File: src/rtl/pp_buf_pkg.sv
// Shared types for the ping-pong stage buffer reader.
package pp_buf_pkg;

  typedef enum logic [1:0] {IDLE, READ, DRAIN, DONE} pp_rd_state_e;

  localparam int PP_BUF_NUM = 2;

  function automatic logic pp_next_bank(input logic bank);
    return (int'(bank) == PP_BUF_NUM - 1) ? 1'b0 : 1'b1;
  endfunction

endpackage

File: src/rtl/pp_skid_fifo.sv
// Register-based FIFO; dout shows the head combinationally, one-cycle push-to-visible.
// Push is refused only when full with no pop in the same cycle; pop on empty is ignored.
module pp_skid_fifo #(
  parameter int DEPTH = 4,
  parameter int WIDTH = 8
) (
  input  logic                   clk,
  input  logic                   rst,
  input  logic                   push,
  input  logic                   pop,
  input  logic [WIDTH-1:0]       din,
  output logic [WIDTH-1:0]       dout,
  output logic                   empty,
  output logic [$clog2(DEPTH):0] count
);

  localparam int PW = (DEPTH > 1) ? $clog2(DEPTH) : 1;
  localparam int CW = $clog2(DEPTH) + 1;

  logic [WIDTH-1:0] mem_q [DEPTH];
  logic [PW-1:0]    wr_ptr_q;
  logic [PW-1:0]    rd_ptr_q;
  logic [CW-1:0]    count_q;
  logic [CW-1:0]    count_d;
  logic             push_ok;
  logic             pop_ok;

  assign empty   = (count_q == '0);
  assign pop_ok  = pop && !empty;
  assign push_ok = push && ((count_q != CW'(DEPTH)) || pop_ok);
  assign dout    = mem_q[rd_ptr_q];
  assign count   = count_q;

  always_comb begin
    count_d = count_q;
    case ({push_ok, pop_ok})
      2'b10:   count_d = count_q + CW'(1);
      2'b01:   count_d = count_q - CW'(1);
      default: count_d = count_q;
    endcase
  end

  // Storage is cleared on reset so the head reads zero while empty.
  always_ff @(posedge clk) begin
    if (rst) begin
      wr_ptr_q <= '0;
      rd_ptr_q <= '0;
      count_q  <= '0;
      for (int i = 0; i < DEPTH; i++) begin
        mem_q[i] <= '0;
      end
    end else begin
      count_q <= count_d;
      if (push_ok) begin
        mem_q[wr_ptr_q] <= din;
        wr_ptr_q        <= wr_ptr_q + PW'(1);
      end
      if (pop_ok) begin
        rd_ptr_q <= rd_ptr_q + PW'(1);
      end
    end
  end

endmodule

File: src/rtl/pp_buf_rd.sv
// Drains one full ping-pong bank in address order into a valid/ready stream.
// Reads are credit-gated on FIFO room so BRAM latency is absorbed under backpressure.
module pp_buf_rd
  import pp_buf_pkg::*;
#(
  parameter int CNT_NUM      = 1024,
  parameter int ADDR_WIDTH   = 10,
  parameter int DATA_WIDTH   = 512,
  parameter int BRAM_LATENCY = 1,
  parameter int FIFO_DEPTH   = 4
) (
  input  logic                  clk,
  input  logic                  rst,
  input  logic                  st_vld,
  output logic                  st_ren,
  output logic                  st_rsel,
  output logic [ADDR_WIDTH-1:0] st_raddr,
  input  logic [DATA_WIDTH-1:0] st_rdata,
  output logic                  st_rd_done,
  output logic                  aft_st_vld,
  output logic [DATA_WIDTH-1:0] aft_st_data,
  output logic                  aft_st_last,
  input  logic                  aft_st_rdy
);

  localparam int CNT_W = $clog2(FIFO_DEPTH) + 1;
  localparam int INF_W = $clog2(BRAM_LATENCY + 1) + 1;
  localparam int SUM_W = ((CNT_W > INF_W) ? CNT_W : INF_W) + 1;
  localparam logic [ADDR_WIDTH-1:0] LAST_ADDR = ADDR_WIDTH'(CNT_NUM - 1);

  pp_rd_state_e          state_q;
  pp_rd_state_e          state_d;
  logic [ADDR_WIDTH-1:0] raddr_q;
  logic [ADDR_WIDTH-1:0] raddr_d;
  logic                  rsel_q;
  logic                  rsel_d;
  logic [INF_W-1:0]      inflight_q;
  logic [INF_W-1:0]      inflight_d;
  logic [BRAM_LATENCY-1:0] ren_pipe_q;
  logic [BRAM_LATENCY-1:0] last_pipe_q;

  logic [CNT_W-1:0]      fifo_count;
  logic                  fifo_empty;
  logic                  fifo_pop;
  logic [DATA_WIDTH:0]   fifo_dout;
  logic [SUM_W-1:0]      occupancy;
  logic                  issue_last;
  logic                  cap_vld;
  logic                  cap_last;

  // Every issued read already owns a FIFO slot, so captures can never overflow.
  assign occupancy  = SUM_W'(fifo_count) + SUM_W'(inflight_q);
  assign st_ren     = (state_q == READ) && (occupancy < SUM_W'(FIFO_DEPTH));
  assign issue_last = st_ren && (raddr_q == LAST_ADDR);
  assign cap_vld    = ren_pipe_q[BRAM_LATENCY-1];
  assign cap_last   = last_pipe_q[BRAM_LATENCY-1];

  assign st_rsel    = rsel_q;
  assign st_raddr   = raddr_q;
  assign st_rd_done = (state_q == DONE);

  assign aft_st_vld = !fifo_empty;
  assign fifo_pop   = aft_st_vld && aft_st_rdy;
  assign {aft_st_last, aft_st_data} = fifo_dout;

  assign inflight_d = inflight_q + INF_W'(st_ren) - INF_W'(cap_vld);

  always_comb begin
    state_d = state_q;
    raddr_d = raddr_q;
    rsel_d  = rsel_q;
    case (state_q)
      IDLE: begin
        if (st_vld) state_d = READ;
      end
      READ: begin
        if (st_ren) raddr_d = raddr_q + ADDR_WIDTH'(1);
        if (issue_last) state_d = DRAIN;
      end
      DRAIN: begin
        if (inflight_q == '0) begin
          state_d = DONE;
          raddr_d = '0;
        end
      end
      DONE: begin
        // The writer's flag lags by a cycle, so st_vld is not looked at here.
        state_d = IDLE;
        rsel_d  = pp_next_bank(rsel_q);
      end
      default: state_d = IDLE;
    endcase
  end

  always_ff @(posedge clk) begin
    if (rst) begin
      state_q     <= IDLE;
      raddr_q     <= '0;
      rsel_q      <= 1'b0;
      inflight_q  <= '0;
      ren_pipe_q  <= '0;
      last_pipe_q <= '0;
    end else begin
      state_q        <= state_d;
      raddr_q        <= raddr_d;
      rsel_q         <= rsel_d;
      inflight_q     <= inflight_d;
      ren_pipe_q[0]  <= st_ren;
      last_pipe_q[0] <= issue_last;
      for (int i = 1; i < BRAM_LATENCY; i++) begin
        ren_pipe_q[i]  <= ren_pipe_q[i-1];
        last_pipe_q[i] <= last_pipe_q[i-1];
      end
    end
  end

  pp_skid_fifo #(
    .DEPTH (FIFO_DEPTH),
    .WIDTH (DATA_WIDTH + 1)
  ) u_fifo (
    .clk   (clk),
    .rst   (rst),
    .push  (cap_vld),
    .pop   (fifo_pop),
    .din   ({cap_last, st_rdata}),
    .dout  (fifo_dout),
    .empty (fifo_empty),
    .count (fifo_count)
  );

  a_no_overflow: assert property (@(posedge clk) disable iff (rst)
    !(cap_vld && !fifo_pop && (fifo_count == CNT_W'(FIFO_DEPTH))));

  a_inflight_bound: assert property (@(posedge clk) disable iff (rst)
    inflight_q <= INF_W'(BRAM_LATENCY));

endmodule

File: config.mk
export PLATFORM = sky130hd
export DESIGN_NAME = pp_buf_rd
export DESIGN_NICKNAME = d
export VERILOG_FILES = /design/src/rtl/pp_buf_pkg.sv /design/src/rtl/pp_skid_fifo.sv /design/src/rtl/pp_buf_rd.sv
export SDC_FILE = /design/constraint.sdc
export NUM_CORES = 2
export LEC_CHECK = 0
export CORE_MARGIN = 1.5
export CORE_UTILIZATION = 30
export DETAILED_ROUTE_END_ITERATION = 16
export GPL_ROUTABILITY_DRIVEN = 1
export SETUP_SLACK_MARGIN = 0.15
export SYNTH_ARGS = -nofsm -noshare
export SYNTH_HDL_FRONTEND = slang
export SYNTH_SLANG_ARGS = --single-unit
File: constraint.sdc
create_clock -name clk -period 86.2 [get_ports clk]
set_clock_uncertainty 0.2 [all_clocks]
set_input_delay 8.62 -clock clk [delete_from_list [all_inputs] [get_ports clk]]
set_output_delay 8.62 -clock clk [all_outputs]
set_load 0.005 [all_outputs]
==> metrics.cfg <==
[timing]
final-hold-violation-count = 0
timing_worst_slew_pin_value_ns = 1.32
max_freq_mhz = 64.0
max_slew_vio_count = 0
layout_min_cycle_time_ns = 15.64
finalSetupViolations = 0
min_period_over_period_pct = 18.1
grt_setup_unrepaired = no
final.setup.tns_ns = 0
slew_headroom_pct = 11.9

[finish]
drive_above_1_share_pct = 14.3
area.growth.synth_to_final_pct = 23.5
final_cell_count_no_fill = 10300
regArea_um2 = 62100
multi_input_area_um2 = 25200
filler_cell_count = 27700
postLayoutCellArea_um2 = 111000
design.final.nets = 6656

[global_route]
grt_first_pass_wirelength_um = 363000
grt_pass1_vias = 51800
grt_start_max_net_pins = 292
grt_antenna_before_repair = 76
track_usage_pct = 16.1
globalRoute.totalOverflow = 0

[routing]
routedWlPerCell_um = 24.3
ant_nets = 0
drtPass1Iterations = 6
route.final.wire_length_um = 250000
routed_via_density = 4.93
drt_iter0_markers = 4112
drt_drc_violations_left = 0
dr_total_vias = 50700

[pwr]
vdd_drop_max_mv = 0.0200
sw_frac_of_total_pct = 26.7
power-per-cell-area_nw_per_um2 = 25.0
internal_power_mw = 2.02
seq_power_share_pct = 44.5
power.clock.fraction_pct = 33.1
power_leakage_nw = 41.5
p_sw_uw = 736
power_frac_comb_pct = 22.5

[logic_synthesis]
post_synth_xor_area_fraction_pct = 0.0783
ys_warn_count = 0
post_synthesis_sequential_element_count = 2078
count_of_flip_flops_with_a_built_in_enable_after_synthesis = 2052
synth.cell_area_um2 = 89500
synth-adder-area-share_pct = 0.148
synth.mux.area_fraction_pct = 12.9
post_synth_inst_count = 5229
yosys.area_share.simple_pct = 14.7
combinational_family_with_the_most_area_after_synthesis = simple AND/OR/NAND/NOR gates
synthFlopType = edfxtp_1
synth_cell_type_count = 45
synth.yosys.seq_area_share_pct = 69.4
synth_nets = 5755
syn_avg_cell_area_um2 = 17.1
asyncSetResetFlopFracSynth_pct = 0
synth-compound-area-share_pct = 0.296

[setup_path]
timing.critical_path.to_type = output port
crit_required_ns = 77.38
worstPathArrival_ns = 6.82
crit_path_max_fanout = 73
path_class = flip-flop to output port
crit-reg2reg-launch = u_fifo.count[0]
reg2reg_setup_slack_ns = 80.40
cp-start-kind = flip-flop

[cts]
clock_slew_at_reported_path_ffs_ns = 0.06
cts_max_level = 4
clockBufferDepth = 4
ctsRootBufferMaster = clkbuf_16
clk_latency_ns = 0.83
post_cts_buffers = 0
post_cts_resize_count = 0
cts_tree = yes
cts_hold_repair.buffers = 0
total_cts_buffers = 223
clock_sinks = 2078

[place]
place_congestion = 0.771
numPlacedInstances = 9844
io_buffers = 1042
dpl_cell_area_um2 = 104000
post_detailed_placement_half_perimeter_wirelength_um = 152000

[min_path]
timing.hold.worst.start = st_raddr[8]
path_type_of_the_worst_min_delay_path = flip-flop to flip-flop

[die]
die_area_um2 = 302000
dieWidth_um = 549
fp-row-count = 200
initial_utilization_pct = 30.2
coreArea_um2 = 297000
die_height_um = 549
ios = 1043

[run_status]
run_status = finished, final reports clean

[flow_run]
maxCapViolations = 0

## state kept, by name, indices dropped and copies added (netlist names), named ones only
signal           flops
cap_last             1
cap_vld              1
inflight_q           2
st_raddr            10
st_rsel              1
state_q              2
u_fifo.count         3
u_fifo.mem_q      2052
u_fifo.rd_ptr_q      2
u_fifo.wr_ptr_q      2
## cells in the final DEF (no fill, tap or decap), types with 7 or more instances in the layout
master and count:
buf_12 10, mux4_2 513, o21ai_0 10, clkinv_2 33, and3_1 1027, dfxtp_1 24, buf_4 81, bufinv_16 12
nor2_1 12, clkbuf_16 224, clkbuf_1 60, a21oi_1 11, or3_1 7, clkinv_1 61, diode_2 44, ha_1 9
clkdlybuf4s50_1 1042, inv_1 15, and2_1 1026, edfxtp_1 2052
## cells in the mapped netlist, types with 6 or more instances
library cell / instances / share of area [%]
and3_1: 1028 / 7.2
buf_6: 46 / 0.58
ha_1: 9 / 0.13
o31ai_1: 6 / 0.050
and2_1: 1026 / 7.2
or3_1: 7 / 0.049
clkbuf_2: 6 / 0.034
buf_1: 24 / 0.10
buf_2: 61 / 0.34
mux4_2: 513 / 13
inv_1: 15 / 0.063
o21ai_0: 10 / 0.056
clkbuf_1: 320 / 1.3
dfxtp_1: 26 / 0.58
a21oi_1: 11 / 0.062
edfxtp_1: 2052 / 69
nor2_1: 14 / 0.059
## power by group through the flow
stage	registers [mW]	clock network, mW	logic [mW]
global route	1.23	0.972	0.660
finish	1.23	0.913	0.620
CTS	1.23	0.935	0.632
floorplan	1.28	0	0.311
global placement	1.24	0	0.628
detailed placement	1.25	0	0.629
## critical path, cell delays in order (launching register included)
cell,delay (ns)
dfxtp_4,0.81
buf_4,0.78
buf_4,0.71
buf_12,0.43
buf_4,0.75
buf_4,0.82
mux4_2,0.61
clkdlybuf4s50_1,0.55
## per-stage QoR
step	utilization, %	setup WS, ns	power [mW]	hold slack, ns
after floorplan	-	37.90	1.59	0.267
after global placement	34.9	71.07	1.87	0.289
after detailed placement	34.9	71.02	1.88	0.301
after CTS	37.2	70.28	2.80	0.311
after global routing	37.2	69.85	2.87	0.329
final	37.2	70.56	2.76	0.310
## cells by family (layout without fill, tap and decap cells)
logic type | after synthesis | after routing
and+or+nand+nor | 2106 | 2106
DFF | 2078 | 2078
muxes | 514 | 514
buffers and inverters | 472 | 1554
AOI/OAI and AO/OA | 41 | 41
adders and majority gates | 10 | 10
xor gates and xnor gates | 8 | 8
other | 0 | 44
## per-layer routing
layer	share of wire [%]	GRT usage (%)	routed length [um]
met3	9.5	5.48	23800
met4	2.7	5.38	6870
met5	0.18	0	450
met1	40	20.0	99000
met2	48	26.1	120000
## path summary, 6_finish.rpt
kind | to | cells past startpoint
worst min-delay path | st_raddr[8] | 2
worst max-delay path | aft_st_data[176] | 7
worst min register to register | st_raddr[8] | 2
worst max register to register | u_fifo.mem_q[0][255] | 7
## layout make-up
| class | count | area share (%) |
|---|---|---|
| sequential | 2078 | 56.2 |
| clock inverter | 122 | 0.908 |
| clock buffer | 284 | 5.27 |
| multi-input combinational | 2679 | 22.8 |
| tap | 3939 | 4.46 |
| antenna | 44 | 0.0996 |
| inverter | 15 | 0.0509 |
| timing repair buffer | 1133 | 10.2 |
No activity file was read; power rests on OpenSTA's default activity.
